File: src/rtl/column_slice_scheduler_pkg.sv
// Shared raycaster constants and scheduler state encoding.
// Imported by the column slice scheduler, its interface and sub-module.
package raycast_pkg;

   localparam int NUM_COLUMNS = 160;
   localparam int HEIGHT_W    = 7;
   localparam int COORD_W     = 13;
   localparam int ANGLE_W     = 10;
   localparam int COL_W       = 8;

   typedef enum logic [2:0] {
      IDLE,
      ISSUE,
      WAIT_CALC,
      PUSH,
      DONE
   } sched_state_t;

endpackage

File: src/rtl/column_slice_scheduler_if.sv
// Calculator request/response and drawer valid/ready bundle.
// master = scheduler side, slave = calculator/drawer side.
interface column_slice_scheduler_if
   import raycast_pkg::COORD_W, raycast_pkg::ANGLE_W, raycast_pkg::COL_W;
#(
   parameter int HEIGHT_W = raycast_pkg::HEIGHT_W
);

   logic signed [COORD_W-1:0]  calc_playerX;
   logic signed [COORD_W-1:0]  calc_playerY;
   logic signed [ANGLE_W-1:0]  calc_angle_X;
   logic signed [ANGLE_W-1:0]  calc_angle_Y;
   logic        [COL_W-1:0]    calc_column;
   logic                       calc_begin;
   logic                       calc_end;
   logic        [HEIGHT_W-1:0] calc_slice_size;
   logic                       slice_valid;
   logic        [COL_W-1:0]    slice_column;
   logic        [HEIGHT_W-1:0] slice_height;
   logic                       slice_ready;

   modport master (
      output calc_playerX, calc_playerY,
      output calc_angle_X, calc_angle_Y,
      output calc_column, calc_begin,
      input  calc_end, calc_slice_size,
      output slice_valid, slice_column, slice_height,
      input  slice_ready
   );

   modport slave (
      input  calc_playerX, calc_playerY,
      input  calc_angle_X, calc_angle_Y,
      input  calc_column, calc_begin,
      output calc_end, calc_slice_size,
      input  slice_valid, slice_column, slice_height,
      output slice_ready
   );

endinterface

File: src/rtl/column_slice_scheduler_out.sv
// One-entry valid/ready holding register for (column, height) results.
// A full register may be reloaded in the same cycle it is drained.
module slice_out_reg
   import raycast_pkg::COL_W;
#(
   parameter int HEIGHT_W = raycast_pkg::HEIGHT_W
) (
   input  logic                clock,
   input  logic                reset,
   input  logic                load,
   input  logic [COL_W-1:0]    load_column,
   input  logic [HEIGHT_W-1:0] load_height,
   input  logic                ready,
   output logic                can_load,
   output logic                valid,
   output logic [COL_W-1:0]    column,
   output logic [HEIGHT_W-1:0] height
);

   assign can_load = !valid || ready;

   // Hold the result until the drawer takes it; reload wins over drain.
   always_ff @(posedge clock) begin
      if (reset) begin
         valid  <= 1'b0;
         column <= '0;
         height <= '0;
      end else if (load) begin
         valid  <= 1'b1;
         column <= load_column;
         height <= load_height;
      end else if (ready) begin
         valid  <= 1'b0;
      end
   end

endmodule

File: src/rtl/column_slice_scheduler.sv
// Frame sequencer: latches the pose, walks every screen column through
// the slice calculator and hands each result to the column drawer.
module column_slice_scheduler
   import raycast_pkg::sched_state_t, raycast_pkg::IDLE,
          raycast_pkg::ISSUE, raycast_pkg::WAIT_CALC,
          raycast_pkg::PUSH, raycast_pkg::DONE,
          raycast_pkg::COORD_W, raycast_pkg::ANGLE_W,
          raycast_pkg::COL_W;
#(
   parameter int NUM_COLUMNS = raycast_pkg::NUM_COLUMNS,
   parameter int TIMEOUT     = 255,
   parameter int HEIGHT_W    = raycast_pkg::HEIGHT_W
) (
   input  logic                      clock,
   input  logic                      reset,
   input  logic                      start_frame,
   input  logic signed [COORD_W-1:0] playerX,
   input  logic signed [COORD_W-1:0] playerY,
   input  logic signed [ANGLE_W-1:0] angle_X,
   input  logic signed [ANGLE_W-1:0] angle_Y,
   column_slice_scheduler_if.master  bus,
   output logic                      frame_busy,
   output logic                      frame_done,
   output logic                      timeout_seen
);

   localparam int CNT_W = $clog2(TIMEOUT + 1);
   localparam logic [CNT_W-1:0] CNT_LAST = CNT_W'(TIMEOUT - 1);
   localparam logic [COL_W-1:0] COL_LAST = COL_W'(NUM_COLUMNS - 1);

   sched_state_t        state;
   sched_state_t        state_nxt;
   logic [CNT_W-1:0]    wait_cnt;
   logic [HEIGHT_W-1:0] result;
   logic                load;
   logic                can_load;
   logic                tmo_hit;
   logic                last_col;

   // Timeout fires on the cycle the counter would reach TIMEOUT.
   assign tmo_hit  = (wait_cnt == CNT_LAST);
   assign last_col = (bus.calc_column == COL_LAST);

   assign bus.calc_begin = (state == ISSUE);
   assign frame_busy     = (state != IDLE);
   assign frame_done     = (state == DONE);

   // State register.
   always_ff @(posedge clock) begin
      if (reset) state <= IDLE;
      else       state <= state_nxt;
   end

   // Next-state and output-register load decision.
   always_comb begin
      state_nxt = state;
      load      = 1'b0;
      unique case (state)
         IDLE:
            if (start_frame) state_nxt = ISSUE;
         ISSUE:
            state_nxt = WAIT_CALC;
         WAIT_CALC:
            if (bus.calc_end || tmo_hit) state_nxt = PUSH;
         PUSH:
            if (can_load) begin
               load      = 1'b1;
               state_nxt = last_col ? DONE : ISSUE;
            end
         DONE:
            state_nxt = IDLE;
         default:
            state_nxt = IDLE;
      endcase
   end

   // Pose latch, column walk, wait counter and result capture.
   always_ff @(posedge clock) begin
      if (reset) begin
         bus.calc_playerX <= '0;
         bus.calc_playerY <= '0;
         bus.calc_angle_X <= '0;
         bus.calc_angle_Y <= '0;
         bus.calc_column  <= '0;
         wait_cnt         <= '0;
         result           <= '0;
         timeout_seen     <= 1'b0;
      end else begin
         case (state)
            IDLE:
               if (start_frame) begin
                  bus.calc_playerX <= playerX;
                  bus.calc_playerY <= playerY;
                  bus.calc_angle_X <= angle_X;
                  bus.calc_angle_Y <= angle_Y;
                  bus.calc_column  <= '0;
                  timeout_seen     <= 1'b0;
               end
            ISSUE:
               wait_cnt <= '0;
            WAIT_CALC: begin
               if (wait_cnt != '1) wait_cnt <= wait_cnt + 1'b1;
               if (bus.calc_end) begin
                  result <= bus.calc_slice_size;
               end else if (tmo_hit) begin
                  result       <= '0;
                  timeout_seen <= 1'b1;
               end
            end
            PUSH:
               if (load && !last_col)
                  bus.calc_column <= bus.calc_column + 1'b1;
            default: ;
         endcase
      end
   end

   slice_out_reg #(
      .HEIGHT_W (HEIGHT_W)
   ) u_out (
      .clock       (clock),
      .reset       (reset),
      .load        (load),
      .load_column (bus.calc_column),
      .load_height (result),
      .ready       (bus.slice_ready),
      .can_load    (can_load),
      .valid       (bus.slice_valid),
      .column      (bus.slice_column),
      .height      (bus.slice_height)
   );

endmodule
File: src/flat_wrapper.sv
// flat-port wrapper written by rule: the top's interface ports become plain ports
module column_slice_scheduler_flat import raycast_pkg::sched_state_t, raycast_pkg::IDLE,
          raycast_pkg::ISSUE, raycast_pkg::WAIT_CALC,
          raycast_pkg::PUSH, raycast_pkg::DONE,
          raycast_pkg::COORD_W, raycast_pkg::ANGLE_W,
          raycast_pkg::COL_W;
#(
   parameter int NUM_COLUMNS = raycast_pkg::NUM_COLUMNS,
   parameter int TIMEOUT     = 255,
   parameter int HEIGHT_W    = raycast_pkg::HEIGHT_W
)
  (clock, reset, start_frame, playerX, playerY, angle_X, angle_Y, frame_busy, frame_done, timeout_seen, bus_calc_playerX, bus_calc_playerY, bus_calc_angle_X, bus_calc_angle_Y, bus_calc_column, bus_calc_begin, bus_calc_end, bus_calc_slice_size, bus_slice_valid, bus_slice_column, bus_slice_height, bus_slice_ready);
  column_slice_scheduler_if #(.HEIGHT_W(HEIGHT_W)) bus_i ();
  input  logic clock;
  input  logic reset;
  input  logic start_frame;
  input  logic signed [COORD_W-1:0] playerX;
  input  logic signed [COORD_W-1:0] playerY;
  input  logic signed [ANGLE_W-1:0] angle_X;
  input  logic signed [ANGLE_W-1:0] angle_Y;
  output logic frame_busy;
  output logic frame_done;
  output logic timeout_seen;
  output wire logic [$bits(bus_i.calc_playerX)-1:0] bus_calc_playerX;
  output wire logic [$bits(bus_i.calc_playerY)-1:0] bus_calc_playerY;
  output wire logic [$bits(bus_i.calc_angle_X)-1:0] bus_calc_angle_X;
  output wire logic [$bits(bus_i.calc_angle_Y)-1:0] bus_calc_angle_Y;
  output wire logic [$bits(bus_i.calc_column)-1:0] bus_calc_column;
  output wire logic [$bits(bus_i.calc_begin)-1:0] bus_calc_begin;
  input wire logic [$bits(bus_i.calc_end)-1:0] bus_calc_end;
  input wire logic [$bits(bus_i.calc_slice_size)-1:0] bus_calc_slice_size;
  output wire logic [$bits(bus_i.slice_valid)-1:0] bus_slice_valid;
  output wire logic [$bits(bus_i.slice_column)-1:0] bus_slice_column;
  output wire logic [$bits(bus_i.slice_height)-1:0] bus_slice_height;
  input wire logic [$bits(bus_i.slice_ready)-1:0] bus_slice_ready;
  assign bus_calc_playerX = bus_i.calc_playerX;
  assign bus_calc_playerY = bus_i.calc_playerY;
  assign bus_calc_angle_X = bus_i.calc_angle_X;
  assign bus_calc_angle_Y = bus_i.calc_angle_Y;
  assign bus_calc_column = bus_i.calc_column;
  assign bus_calc_begin = bus_i.calc_begin;
  assign bus_i.calc_end = bus_calc_end;
  assign bus_i.calc_slice_size = bus_calc_slice_size;
  assign bus_slice_valid = bus_i.slice_valid;
  assign bus_slice_column = bus_i.slice_column;
  assign bus_slice_height = bus_i.slice_height;
  assign bus_i.slice_ready = bus_slice_ready;
  column_slice_scheduler #(.NUM_COLUMNS(NUM_COLUMNS), .TIMEOUT(TIMEOUT), .HEIGHT_W(HEIGHT_W)) u_core (.clock(clock), .reset(reset), .start_frame(start_frame), .playerX(playerX), .playerY(playerY), .angle_X(angle_X), .angle_Y(angle_Y), .bus(bus_i), .frame_busy(frame_busy), .frame_done(frame_done), .timeout_seen(timeout_seen));
endmodule
File: config.mk
export PLATFORM = sky130hd
export DESIGN_NAME = column_slice_scheduler_flat
export DESIGN_NICKNAME = d
export VERILOG_FILES = /design/src/rtl/column_slice_scheduler_pkg.sv /design/src/rtl/column_slice_scheduler_if.sv /design/src/rtl/column_slice_scheduler_out.sv /design/src/rtl/column_slice_scheduler.sv /design/src/flat_wrapper.sv
export SDC_FILE = /design/constraint.sdc
export NUM_CORES = 1
export LEC_CHECK = 0
export BUFFER_PORTS_ARGS = -buffer_cell sky130_fd_sc_hd__clkbuf_2
export CORE_AREA = 2 2 91 93
export CTS_CLUSTER_DIAMETER = 100
export CTS_CLUSTER_SIZE = 12
export DETAILED_ROUTE_END_ITERATION = 8
export DIE_AREA = 0 0 93 95
export GPL_TIMING_DRIVEN = 0
export PLACE_DENSITY = 0.83
export SLEW_MARGIN = 10
export SYNTH_ARGS = -nofsm -noshare
export SYNTH_HDL_FRONTEND = slang
export SYNTH_SLANG_ARGS = --single-unit
File: constraint.sdc
create_clock -name clock -period 4.9 [get_ports clock]
set_input_delay 0.98 -clock clock [delete_from_list [all_inputs] [get_ports clock]]
set_output_delay 0.98 -clock clock [all_outputs]
set_load 0.01 [all_outputs]
======== Yosys cells after proc, flatten, opt, wreduce, memory -nomap -nowiden ========
Index checks and enable logic that the tools add are counted.
storage, ports and cells
  register bits after elaboration ......... 89
  bits in latches ......................... 0
  RAM bits ................................ 0
  ROM bits ................................ 0
  input bits .............................. 58
  output and inout bits ................... 74
  word-level logic and storage cells ...... 66
  memories kept ........................... 0
cells by class
  add/subtract/negate cells ............... 2
  $mul .................................... 0
  div/mod/pow operators ................... 0
  order comparisons ....................... 0
  eq/ne operators ......................... 14
  shifts and indexed selects .............. 0
  multiplexer cells ....................... 20
  bitwise logic cells ..................... 0
  reduce and logical (&&, ||, !) cells .... 18
operator list
  operator                                                number
  case mux 8 bit (2 select lines)                         2
  two-way mux 8 bit                                       3
  adder 8 x 1 -> 8 bit (second input constant)            2
  equality test 8 bit (second input constant)             2
  two-way mux 7 bit                                       2
  two-way mux 3 bit                                       4
  case mux 3 bit (4 select lines)                         1
  inequality test 2 x 1 -> 1 bit (second input constant)  5
  nonzero test 2 bit                                      5
  inequality test 8 bit (second input constant)           1
  two-way mux 1 bit                                       7
  equality test 3 x 2 -> 1 bit (second input constant)    2
  AND reduction 2 bit                                     3
  AND reduction 3 bit                                     2
  inequality test 2 bit (second input constant)           2
  AND reduction 4 bit                                     1
  equality test 3 x 1 -> 1 bit (second input constant)    1
  equality test 3 bit (second input constant)             1
  zero test 3 bit                                         1
  nonzero test 3 bit                                      1
  zero test 1 bit                                         2
  logical OR 1 bit                                        2
  case mux 1 bit (2 select lines)                         1
  logical AND 1 bit                                       1

======== Depth between registers and ports, before layout ========
Gate-level depths: netlist (run 1).
  depth in word-level cells ............... 7
  depth in mapped cells ................... 6
  gate-level depth less buffers ........... 6

======== Hierarchy ========
From an unflattened synthesis (run 1), not the netlist that was laid out.
unflattened totals
  cells, all modules ...................... 404
  area total of the unflattened synthesis .. 3,515.9 um^2
by module, submodules not included
  module                  times used  cells an instance  area an instance (um^2)  sequential area each (um^2)
  column_slice_scheduler  1           351                2,931.6                  1,461.4
  slice_out_reg           1           53                 584.3                    320.3

======== Least setup slack after synthesis (run 1) ========
OpenSTA, ideal clock, no wires.
  kind .................................... input-to-reg
  start point ............................. input reset
  end point ............................... register u_core.u_out.column[0]
  setup time .............................. 0.132 ns
  arrival time ............................ 1.844 ns
  data required time ...................... 4.768 ns
  setup slack ............................. 2.924 ns
  stages on the path ...................... 4
  cells stage by stage .................... clkbuf_1 clkbuf_1 buf_1 a21oi_1
RTL lines
  what                  RTL line                          RTL
  from (decl)           flat_wrapper.sv:15                input logic reset;
  to (signal assigned)  column_slice_scheduler_out.sv:30  column <= load_column;
  to (decl)             column_slice_scheduler_out.sv:16  output logic [COL_W-1:0] column,
No word-level cell between the ends.

======== Final worst setup path (run 1) ========
  start point ............................. register u_core.state[2]
  end point ............................... output bus_calc_begin
on the way
  cells in the longest elaborated chain, start to end .. 1
ends and longest elaborated chain
  what                          RTL line                      RTL
  from (decl)                   column_slice_scheduler.sv:31  sched_state_t state;
  from (signal assigned)        column_slice_scheduler.sv:51  else state <= state_nxt;
  equality test 3 x 1 -> 1 bit  column_slice_scheduler.sv:44  assign bus.calc_begin = (state == ISSUE);
  to (decl)                     flat_wrapper.sv:29            output wire logic [$bits(bus_i.calc_begin)-1:0] bus_calc_begin;
No other way between the ends.

==> results of run 1 <==
[synthesized netlist by cell type, types with 3 or more instances]
master	instances
nand2_1	140
dfxtp_1	89
a21oi_1	76
clkbuf_1	19
nor2_1	11
o21ai_0	10
nand3_1	9
inv_1	5
nand4_1	5
nor3_1	5
or3_1	5
o211ai_1	4
and4_1	3
buf_4	3
ha_1	3
mux2i_1	3
o31ai_1	3
[power groups by stage]
stage | clock (mW) | sequential, mW | combinational [mW]
after CTS | 0.653 | 0.790 | 0.277
after global routing | 0.679 | 0.796 | 0.308
final | 0.645 | 0.790 | 0.277
after floorplan | 0 | 0.820 | 0.153
after detailed placement | 0 | 0.807 | 0.277
after global placement | 0 | 0.804 | 0.268
[worst min-delay path by stage]
stage	endpoint	from	cells after the start
final	u_core.u_out.height[6]$_SDFFE_PP0P_	u_core.result[6]$_SDFFE_PP0P_	2
after global routing	u_core.bus.calc_playerY[0]$_SDFFE_PP0P_	u_core.bus.calc_playerY[0]$_SDFFE_PP0P_	2
after CTS	u_core.u_out.height[1]$_SDFFE_PP0P_	u_core.result[1]$_SDFFE_PP0P_	2
after detailed placement	u_core.u_out.height[1]$_SDFFE_PP0P_	u_core.result[1]$_SDFFE_PP0P_	2
after global placement	u_core.u_out.height[1]$_SDFFE_PP0P_	u_core.result[1]$_SDFFE_PP0P_	2
after floorplan	u_core.u_out.height[0]$_SDFFE_PP0P_	u_core.result[0]$_SDFFE_PP0P_	2
[layout make-up]
| class | instances | share of cell area, % |
|---|---|---|
| flip-flops and latches | 89 | 38.6 |
| multi-input cells | 315 | 35.6 |
| repair buffers | 131 | 14.2 |
| clock buffers | 11 | 2.84 |
| well taps | 105 | 2.84 |
| plain buffers | 27 | 2.82 |
| clock inverters | 5 | 2.76 |
| inverters | 5 | 0.406 |
[registers in the layout, indices dropped and copies added, names as in the netlist]
register / count
u_core.bus.calc_playerX: 13
u_core.bus.calc_playerY: 13
u_core.bus.calc_angle_X: 10
u_core.bus.calc_angle_Y: 10
u_core.bus.calc_column: 8
u_core.u_out.column: 8
u_core.wait_cnt: 8
u_core.result: 7
u_core.u_out.height: 7
u_core.state: 3
u_core.timeout_seen: 1
u_core.u_out.valid: 1
[per-stage QoR]
stage | instance area (sq um) | std cells | util [%]
after floorplan | 3570 | 436 | -
after global placement | 4360 | 672 | 55.0
after detailed placement | 4360 | 672 | 55.0
after CTS | 4620 | 688 | 58.3
after global routing | 4620 | 688 | 58.3
final | 4620 | 688 | 58.3
[worst register-to-register path, delay by kind of cell (launching register included)]
kind,cells,cell delay [ps]
flops,1,360
buf+inv,3,750
compound gates,1,120
simple gates,2,610
[layer usage]
metal | global-route usage, % | up-vias | wire length [um]
met1 | 24.0 | 1682 | 3870
met4 | 10.7 | 0 | 219
met5 | 0 | - | 0
met3 | 4.47 | 18 | 637
li1 | - | 1775 | -
met2 | 37.9 | 133 | 4620
[kinds of logic (layout without fill, tap and decap cells)]
| kind of cell | count (synthesis) | in the layout | synth area share [%] |
|---|---|---|---|
| AND/OR/NAND/NOR | 198 | 198 | 25.4 |
| multiplexers | 3 | 3 | 0.840 |
| adder cells (fa/ha/maj) | 3 | 3 | 1.05 |
| AO/OA/AOI/OAI | 108 | 108 | 17.9 |
| XOR/XNOR | 3 | 3 | 0.735 |
| flip-flops | 89 | 89 | 49.8 |
| buffers and inverters | 32 | 179 | 4.17 |
==> metrics, run 1 <==
die area=8840 sq um; critical path arrival=1360 ps; CP Buf/Inv Count=2; critical path's top delay family=simple AND/OR/NAND/NOR gates; Slew headroom=roughly 64%; setup violators final=0; first drt pass iteration count=4; Clock Sinks=89; Reg power frac=between 40% and 50%; DRC viols=0; Yosys top cell by area=dfxtp_1; clock skew=approximately 9.6 ps; global-route wire length before repair=15000 um; Placer Congestion=0.827; Gate Count Post-Synth=436; Detail Route Antenna Nets=0; Num CTS Buffers=9; core area=7930 sq um; yosys warns=0; worst min path class=reg2reg; Post-synth ARST share=0%; ys flop type=dfxtp_1; GRT Total Usage=21.2%; std cell rows=33; fill count=721; Ant. Diodes=0; Multi-input gate area=1640 sq um; count of cell types in the netlist=48; Critical path origin=u_core.state[2]$_SDFFE_PP0P_; Final WS setup=2560 ps; depth of the CTS H-tree=3; pwr/cell area=roughly 370 nW/um^2; Max stage delay cell, worst path=nor3b_2; Sw Ratio=26.4%; vias per cell=5.24; f_max=0.428 GHz; via count=3608; largest net degree at the start of global routing=15; vias in the first global route=3415; unrepaired setup endpoints after global routing=false; Combinational Power Share=between 15 and 20%; global route overflow=0; Int Pwr=~1.3 mW; Slew Viols, Final=0; worst-path cell chain=buf_6 > nor3b_2 > clkbuf_2; Required @ worst endpoint=3920 ps; final hold vios=0; max incr delay on CP=350 ps; register area=1780 sq um; startpoint types=flop; R2R setup slack=3000 ps; Psw=451 uW; Final min period=2340 ps; Die Width=93 um; Synth Net Count=about 500; worst vdd ir=0.237 mV; CP endpoint kind=output port; Syn Area/Cell=about 8 sq um; TNS Setup=0 ps; Clk Latency, worst-skew pair=360 ps; initial core utilization=45.1%; most frequent cells in the layout=nand2_1 (140), clkbuf_2 (131), dfxtp_1 (89), a21oi_1 (76), clkbuf_1 (21); # Post-CTS Setup Buffers=0; clk root buf=clkbuf_8; Synth-to-Final Area Change=29.3%; most common cell after layout, fill and taps aside=nand2_1; Leak Pwr=1.95 nW; PostCTS Resize Cnt=0; outcome=finished, final reports clean; #FFs+latches synth=89; dpl hpwl=6890 um; Register-to-Register Path Depth=6; crit path capture=bus_calc_begin; CP max FO=10; clk slew on worst S/H paths=80 ps; clock tree buffer depth=2; cts hold-fix bufs=0; Worst path depth=3; netlist area before placement=about 3600 sq um; count of max-cap constraint violations=0; CTS tree=yes; Worst Max-Slew Pin Slew=543 ps; critical setup path kind=reg2out; 1st-iter DRT viols=163; initial antenna violation count=0; DR WL/cell=13.6 um; Min Hold Slack=453 ps; period utilization=roughly 48%; RR Startpoint=u_core.state[0]$_SDFFE_PP0P_; Chip Height=around 95 um; share of cells above drive strength 1=28.5%; register area share after synthesis=about half; setup slack after placement=2120 ps; Synth area leaders=dfxtp_1 (50%), nand2_1 (15%), a21oi_1 (11%), clkbuf_1 (2.0%), o21ai_0 (1.4%); Post-synth EDFFs=0; I/O Pins=around 130; worst reg2reg path endpoint=u_core.bus.calc_playerY[6]$_SDFFE_PP0P_; clock share of power=a little under two fifths; Total Wirelength=9340 um; number of buffers added on ports=131; Synth top area share=49.8%; Power, Total=between 1.5 and 2 mW; Final #Nets=639
Power figures use the tool's default switching activity.
==> inputs of run 2 (changes only) <==
--- a/config.mk
+++ b/config.mk
@@ -5,12 +5,13 @@
 export SDC_FILE = /design/constraint.sdc
 export NUM_CORES = 1
 export LEC_CHECK = 0
+export ABC_AREA = 1
 export BUFFER_PORTS_ARGS = -buffer_cell sky130_fd_sc_hd__clkbuf_2
-export CORE_AREA = 2 2 91 93
+export CORE_AREA = 2 2 92 94
 export CTS_CLUSTER_DIAMETER = 100
 export CTS_CLUSTER_SIZE = 12
 export DETAILED_ROUTE_END_ITERATION = 8
-export DIE_AREA = 0 0 93 95
+export DIE_AREA = 0 0 94 96
 export GPL_TIMING_DRIVEN = 0
 export PLACE_DENSITY = 0.83
 export SLEW_MARGIN = 10
==> constraint.sdc (replaced) <==
create_clock -name clock -period 2.32 [get_ports clock]
set_input_delay 0.464 -clock clock [delete_from_list [all_inputs] [get_ports clock]]
set_output_delay 0.464 -clock clock [all_outputs]
set_load 0.01 [all_outputs]
==> run 2 against run 1 <==
Utilization rose by 0.11 points. Total power increased to 2.8 times the previous value. Worst setup slack worse by 2000 ps. Final area rose by 1.8%. Clock power increased by 100%. Sequential power grew to 2.6 times the previous value. Die area is 2.1% higher. Flip-flop and latch count is the same. Largest power group unchanged. Highest routed layer unchanged.
==> metrics, run 2 <==
GRT Total Usage=20.3% (-0.90 points); global-route wire length before repair=14400 um (-3.8%); Chip Height=96 um (+1.1%); Min Hold Slack=328 ps (-125 ps); Max stage delay cell, worst path=dfxtp_1; Gate Count Post-Synth=503 (+15%); top flop regs=u_core.bus.calc_playerX: 13 flops, u_core.bus.calc_playerY: 13 flops; critical path arrival=1310 ps (-50 ps); Num CTS Buffers=9 (unchanged); share of cells above drive strength 1=26.0% (-2.5 points); clock skew=7.38 ps (-2.19 ps); period utilization=76.5%; CTS tree=yes; worst-path cell chain=nand3_1 > inv_1 > clkbuf_2; worst vdd ir=0.470 mV (+98%); DRC viols=0 (unchanged); die area=9020 sq um (+2.1%); vias per cell=4.92 (-6.1%); met3 Usage GRT=5.25% (+0.78 points); # Post-CTS Setup Buffers=0 (unchanged); ys flop type=dfxtp_1; first drt pass iteration count=5 (+1); Commonest cells post-synth=dfxtp_1 (89), inv_1 (78), nand2_1 (76), a21oi_1 (70), o21ai_0 (63); M2 GR Usage=35.5% (-2.3 points); clk slew on worst S/H paths=90 ps (about the same); yosys warns=0 (unchanged); depth of the CTS H-tree=3 (unchanged); Sw Ratio=35.8% (+9.4 points); unrepaired setup endpoints after global routing=false; final instance area=4700 sq um (+1.8%); register area share after synthesis=48.5% (-1.3 points); Total Wirelength=9630 um (+3.1%); critical setup path kind=reg2out; cts hold-fix bufs=0 (unchanged); CP max FO=6 (-4); Psw=1.72 mW (+280%); #FFs+latches synth=89 (unchanged); pwr/cell area=1020 nW/um^2 (+180%); max incr delay on CP=470 ps (+120 ps); via count=3717 (+3.0%); count leader, synth=dfxtp_1; TNS Setup=0 ps (unchanged); initial core utilization=45.6% (+0.52 points); GR peak layer=met2; Clk Latency, worst-skew pair=360 ps (about the same); Post-Layout Cell Count=755 (+9.7%); CP endpoint kind=output port; Post-synth ARST share=0% (unchanged); startpoint types=flop; PostCTS Resize Cnt=0 (unchanged); Required @ worst endpoint=1860 ps (-2060 ps); most frequent cells in the layout=clkbuf_2 (131), dfxtp_1 (89), inv_1 (78), nand2_1 (76), a21oi_1 (70); Syn Area/Cell=7.30 sq um (-11%); setup violators final=0 (unchanged); number of buffers added on ports=131 (unchanged); Yosys top cell by area=dfxtp_1; Reg power frac=42.0% (-4.2 points); 1st-iter DRT viols=139 (-15%); Slew headroom=65.0% (+1.3 points); Inst Count DP=739 (+10%); Combinational Power Share=31.3% (+15 points); Synth top area share=48.5% (-1.3 points); core area=8050 sq um (+1.6%); DR WL/cell=12.8 um (-6.1%); clock share of power=26.7% (-11 points); Clock Sinks=89 (unchanged); dpl hpwl=7350 um (+6.7%); Ant. Diodes=0 (unchanged); Post-synth EDFFs=0 (unchanged); Final min period=1770 ps; Synth Net Count=564 (+13%); Synth-to-Final Area Change=28.0%; initial antenna violation count=0 (unchanged); Power, Total=4.82 mW (+180%); worst min path class=in2reg; largest net degree at the start of global routing=16 (+1); global route overflow=0 (unchanged); clk root buf=clkbuf_8; count of max-cap constraint violations=0 (unchanged); DP Area=4460 sq um (+2.2%); met1 usage=23.8% (-0.21 points); count of cell types in the netlist=27 (-44%); f_max=0.564 GHz; final hold vios=0 (unchanged); Die Width=94 um (+1.1%); Worst Max-Slew Pin Slew=526 ps (-17.4 ps); Placer Congestion=0.871 (+5.3%); outcome=finished, final reports clean; Final #Nets=706 (+10%); vias in the first global route=3174 (-7.1%); Int Pwr=3.09 mW (+150%); Leak Pwr=2.16 nW (+11%); netlist area before placement=3670 sq um (+2.7%); clock tree buffer depth=2 (unchanged); most common cell after layout, fill and taps aside=clkbuf_2; Detail Route Antenna Nets=0 (unchanged); I/O Pins=132 (unchanged); std cell rows=33 (unchanged); Slew Viols, Final=0 (unchanged); Synth area leaders=dfxtp_1 (49%), a21oi_1 (9.5%), o21ai_0 (8.6%), inv_1 (8.0%), nand2_1 (7.8%)
[run 2: cell types whose count changed in the layout (fill, tap and decap cells not counted), moves of 4 or more]
cell / previous run / this run
a21oi_1: 76 / 70
buf_2: 2 / 6
clkbuf_1: 21 / 13
inv_1: 5 / 78
nand2_1: 140 / 76
nand2_2: 0 / 5
nand3_1: 9 / 25
nor2_1: 11 / 48
o211ai_1: 4 / 0
o21ai_0: 10 / 63
or3_1: 5 / 0
[run 2: cell type report]
type	count	area, sq um
Tap cell	105	131
Fill cell	752	3350
Clock inverter	6	115
Sequential cell	89	1780
Timing Repair Buffer	131	656
Multi-Input combinational cell	312	1490
Buffer	21	97.6
Inverter	81	304
Clock buffer	10	128
[run 2: worst max-delay path, delay by kind of cell, from the launching register on]
family,cells,cell delay (ps)
buf+inv,2,280
simple gates,1,210
flops,1,470
[run 2: power groups by stage]
| stage | Clock [mW] | Sequential (mW) | Combinational [mW] |
|---|---|---|---|
| floorplan | 0 | 2.16 | 0.813 |
| global placement | 0 | 2.04 | 1.47 |
| detailed placement | 0 | 2.06 | 1.51 |
| CTS | 1.30 | 2.02 | 1.52 |
| global route | 1.37 | 2.06 | 1.69 |
| finish | 1.29 | 2.02 | 1.51 |
[run 2: final timing paths]
check | slack [ps] | to | startpoint | depth (start not counted)
max | 550 | bus_calc_begin | u_core.state[0]$_SDFFE_PP0P_ | 3
min | 330 | u_core.result[6]$_SDFFE_PP0P_ | bus_calc_slice_size[6] | 3
max reg2reg | 670 | u_core.bus.calc_playerX[5]$_SDFFE_PP0P_ | u_core.state[0]$_SDFFE_PP0P_ | 5
min reg2reg | 450 | u_core.bus.calc_playerY[7]$_SDFFE_PP0P_ | u_core.bus.calc_playerY[7]$_SDFFE_PP0P_ | 2
[run 2: logic make-up (layout without fill, tap and decap cells)]
group,after synthesis,after routing,share of synthesized area (%)
compound gates,135,135,18.5
xor+xnor,2,2,0.477
fa+ha+maj,3,3,1.02
buf+inv,102,249,10.9
flops,89,89,48.5
simple gates,172,172,20.5
[run 2: metal layers]
metal,up-vias,share of wire [%]
met4,0,2.2
met2,134,47
met5,-,0
li1,1888,-
met3,17,7.7
met1,1678,43
[run 2: through the flow]
stage | util [%] | setup slack [ps]
floorplan | - | 855
global placement | 55.4 | 476
detailed placement | 55.4 | 462
CTS | 58.4 | 539
global route | 58.4 | 452
finish | 58.4 | 546
==> inputs of run 3 (changes only) <==
==> constraint.sdc (replaced) <==
create_clock -name clock -period 1.78 [get_ports clock]
set_input_delay 0.356 -clock clock [delete_from_list [all_inputs] [get_ports clock]]
set_output_delay 0.356 -clock clock [all_outputs]
set_load 0.01 [all_outputs]
==> run 3 against run 2 <==
Global-route usage stayed put. Non-clock buffer count stayed put. Clock skew hardly changed. Sequential share of layout area hardly changed. Largest cell class unchanged. Total power is 30% higher. Worst setup slack worse by 430 ps. Clock-buffer cell count stayed put. Via count is 0.59% lower. Utilization is 0.062 points higher.
==> metrics, run 3 (synthesized netlist as in run 2, its figures left out) <==
initial core utilization=45.6% (unchanged); Die Width=94 um (unchanged); startpoint types=flop; TNS Setup=0 ps (unchanged); Clock Sinks=89 (unchanged); global route overflow=0 (unchanged); Required @ worst endpoint=1420 ps (-440 ps); via count=3695 (-0.59%); hold wc startpoint=bus_calc_slice_size[6]; Detail Route Antenna Nets=0 (unchanged); vias in the first global route=3174 (unchanged); max incr delay on CP=430 ps (-40 ps); Power, Total=6.29 mW (+30%); Final min period=1660 ps; Hold Crit Endpoint=u_core.result[6]$_SDFFE_PP0P_; R2R setup slack=130 ps (-540 ps); critical path's top delay family=flip-flops; final hold vios=0 (unchanged); dpl hpwl=7350 um (unchanged); first drt pass iteration count=5 (unchanged); Slew Viols, Final=0 (unchanged); GRT Total Usage=20.3% (unchanged); largest net degree at the start of global routing=16 (unchanged); outcome=finished, final reports clean; std cell rows=33 (unchanged); most common cell after layout, fill and taps aside=clkbuf_2; pwr/cell area=1340 nW/um^2 (+30%); Synth-to-Final Area Change=28.2%; number of buffers added on ports=131 (unchanged); Clk Latency, worst-skew pair=360 ps (about the same); setup violators final=0 (unchanged); Total Wirelength=9680 um (+0.48%); final instance area=4710 sq um (+0.11%); Min Hold Slack=219 ps (-109 ps); RR Startpoint=u_core.state[0]$_SDFFE_PP0P_; Worst Hold Path Cells=3 (unchanged); CP max FO=5 (-1); most frequent cells in the layout=clkbuf_2 (131), dfxtp_1 (89), inv_1 (78), nand2_1 (76), a21oi_1 (70); critical setup path kind=reg2out; Post-Layout Cell Count=755 (unchanged); fill count=751 (-0.13%); Max stage delay cell, worst path=dfxtp_1; global-route wire length before repair=14400 um (unchanged); Ant. Diodes=0 (unchanged); CTS tree=yes; I/O Pins=132 (unchanged); Placer Congestion=0.871 (unchanged); Inst Count DP=739 (unchanged); initial antenna violation count=0 (unchanged); Register-to-Register Path Depth=5 (unchanged); vias per cell=4.89 (-0.59%); clock tree buffer depth=2 (unchanged); core area=8050 sq um (unchanged); clk slew on worst S/H paths=90 ps (about the same); 1st-iter DRT viols=146 (+5.0%); Critical Path Most Common Cell=inv_1; Chip Height=96 um (unchanged); CP Buf/Inv Count=3 (+1); Num CTS Buffers=9 (unchanged); DRC viols=0 (unchanged); top flop regs=u_core.bus.calc_playerX: 13 flops, u_core.bus.calc_playerY: 13 flops; die area=9020 sq um (unchanged); cts hold-fix bufs=0 (unchanged); Leak Pwr=2.16 nW (about the same); depth of the CTS H-tree=3 (unchanged); Worst Max-Slew Pin Slew=519 ps (-6.23 ps); clk root buf=clkbuf_8; CP endpoint kind=output port; DP Area=4460 sq um (unchanged); Slew headroom=65.4% (+0.42 points); worst-path cell chain=inv_1 > nand3_1 > inv_1 > clkbuf_2; Final #Nets=706 (unchanged); critical path arrival=1310 ps (about the same); period utilization=93.4%; count of max-cap constraint violations=0 (unchanged); worst reg2reg path endpoint=u_core.bus.calc_playerX[5]$_SDFFE_PP0P_; share of cells above drive strength 1=26.0% (unchanged); clock skew=7.41 ps (+0.0271 ps); DR WL/cell=12.8 um (+0.48%); f_max=0.602 GHz; worst min path class=in2reg; worst vdd ir=0.613 mV (+31%); unrepaired setup endpoints after global routing=false
[run 3: layout make-up]
cell class	count	area [sq um]	share of cell area [%]
repair buffers	131	656	13.9
multi-input cells	312	1490	31.7
inverters	81	304	6.46
well taps	105	131	2.79
clock inverters	6	115	2.45
flip-flops and latches	89	1780	37.9
clock buffers	10	128	2.71
plain buffers	21	97.6	2.07
[run 3: how the worst max path moves through the flow]
stage | start | depth (start not counted) | endpoint
finish | u_core.state[1]$_SDFFE_PP0P_ | 4 | bus_calc_begin
floorplan | u_core.bus.calc_column[0]$_SDFFE_PP0P_ | 8 | u_core.bus.calc_column[0]$_SDFFE_PP0P_
global placement | reset | 6 | u_core.u_out.column[1]$_SDFFE_PP0P_
detailed placement | reset | 6 | u_core.u_out.column[2]$_SDFFE_PP0P_
CTS | u_core.state[1]$_SDFFE_PP0P_ | 4 | bus_calc_begin
global route | u_core.state[1]$_SDFFE_PP0P_ | 4 | bus_calc_begin
[run 3: where the power goes]
group	internal [mW]	total, mW	leakage, nW	switching, mW
Clock	0.940	1.67	0.117	0.733
Combinational	0.707	1.97	1.31	1.27
Sequential	2.39	2.64	0.729	0.254
[run 3: metrics by stage]
step | setup slack [ps] | util (%)
5_1_grt | 19.5 | 58.5
4_1_cts | 107 | 58.4
6_report | 118 | 58.5
2_1_floorplan | 315 | -
3_5_place_dp | 30.2 | 55.4
3_3_place_gp | 44.3 | 55.4
[run 3: metal layers]
metal	vias to the layer above	share of wire [%]	GRT usage (%)
li1	1889	-	-
met1	1669	44	23.8
met2	122	47	35.5
met3	15	7.1	5.25
met4	0	1.9	8.21
met5	-	0	0
[run 3: tightest hold or removal path: cells and delay by family]
| family | cells | cell delay (ps) |
|---|---|---|
| compound gates | 1 | 50 |
| buf+inv | 1 | 80 |
| simple gates | 1 | 50 |
[run 3: what timing repair did]
| item | in CTS | in global routing |
|---|---|---|
| resized for setup | 0 | 1 |
| setup endpoints to repair | 0 | 1 |
| setup buffers | 0 | 0 |
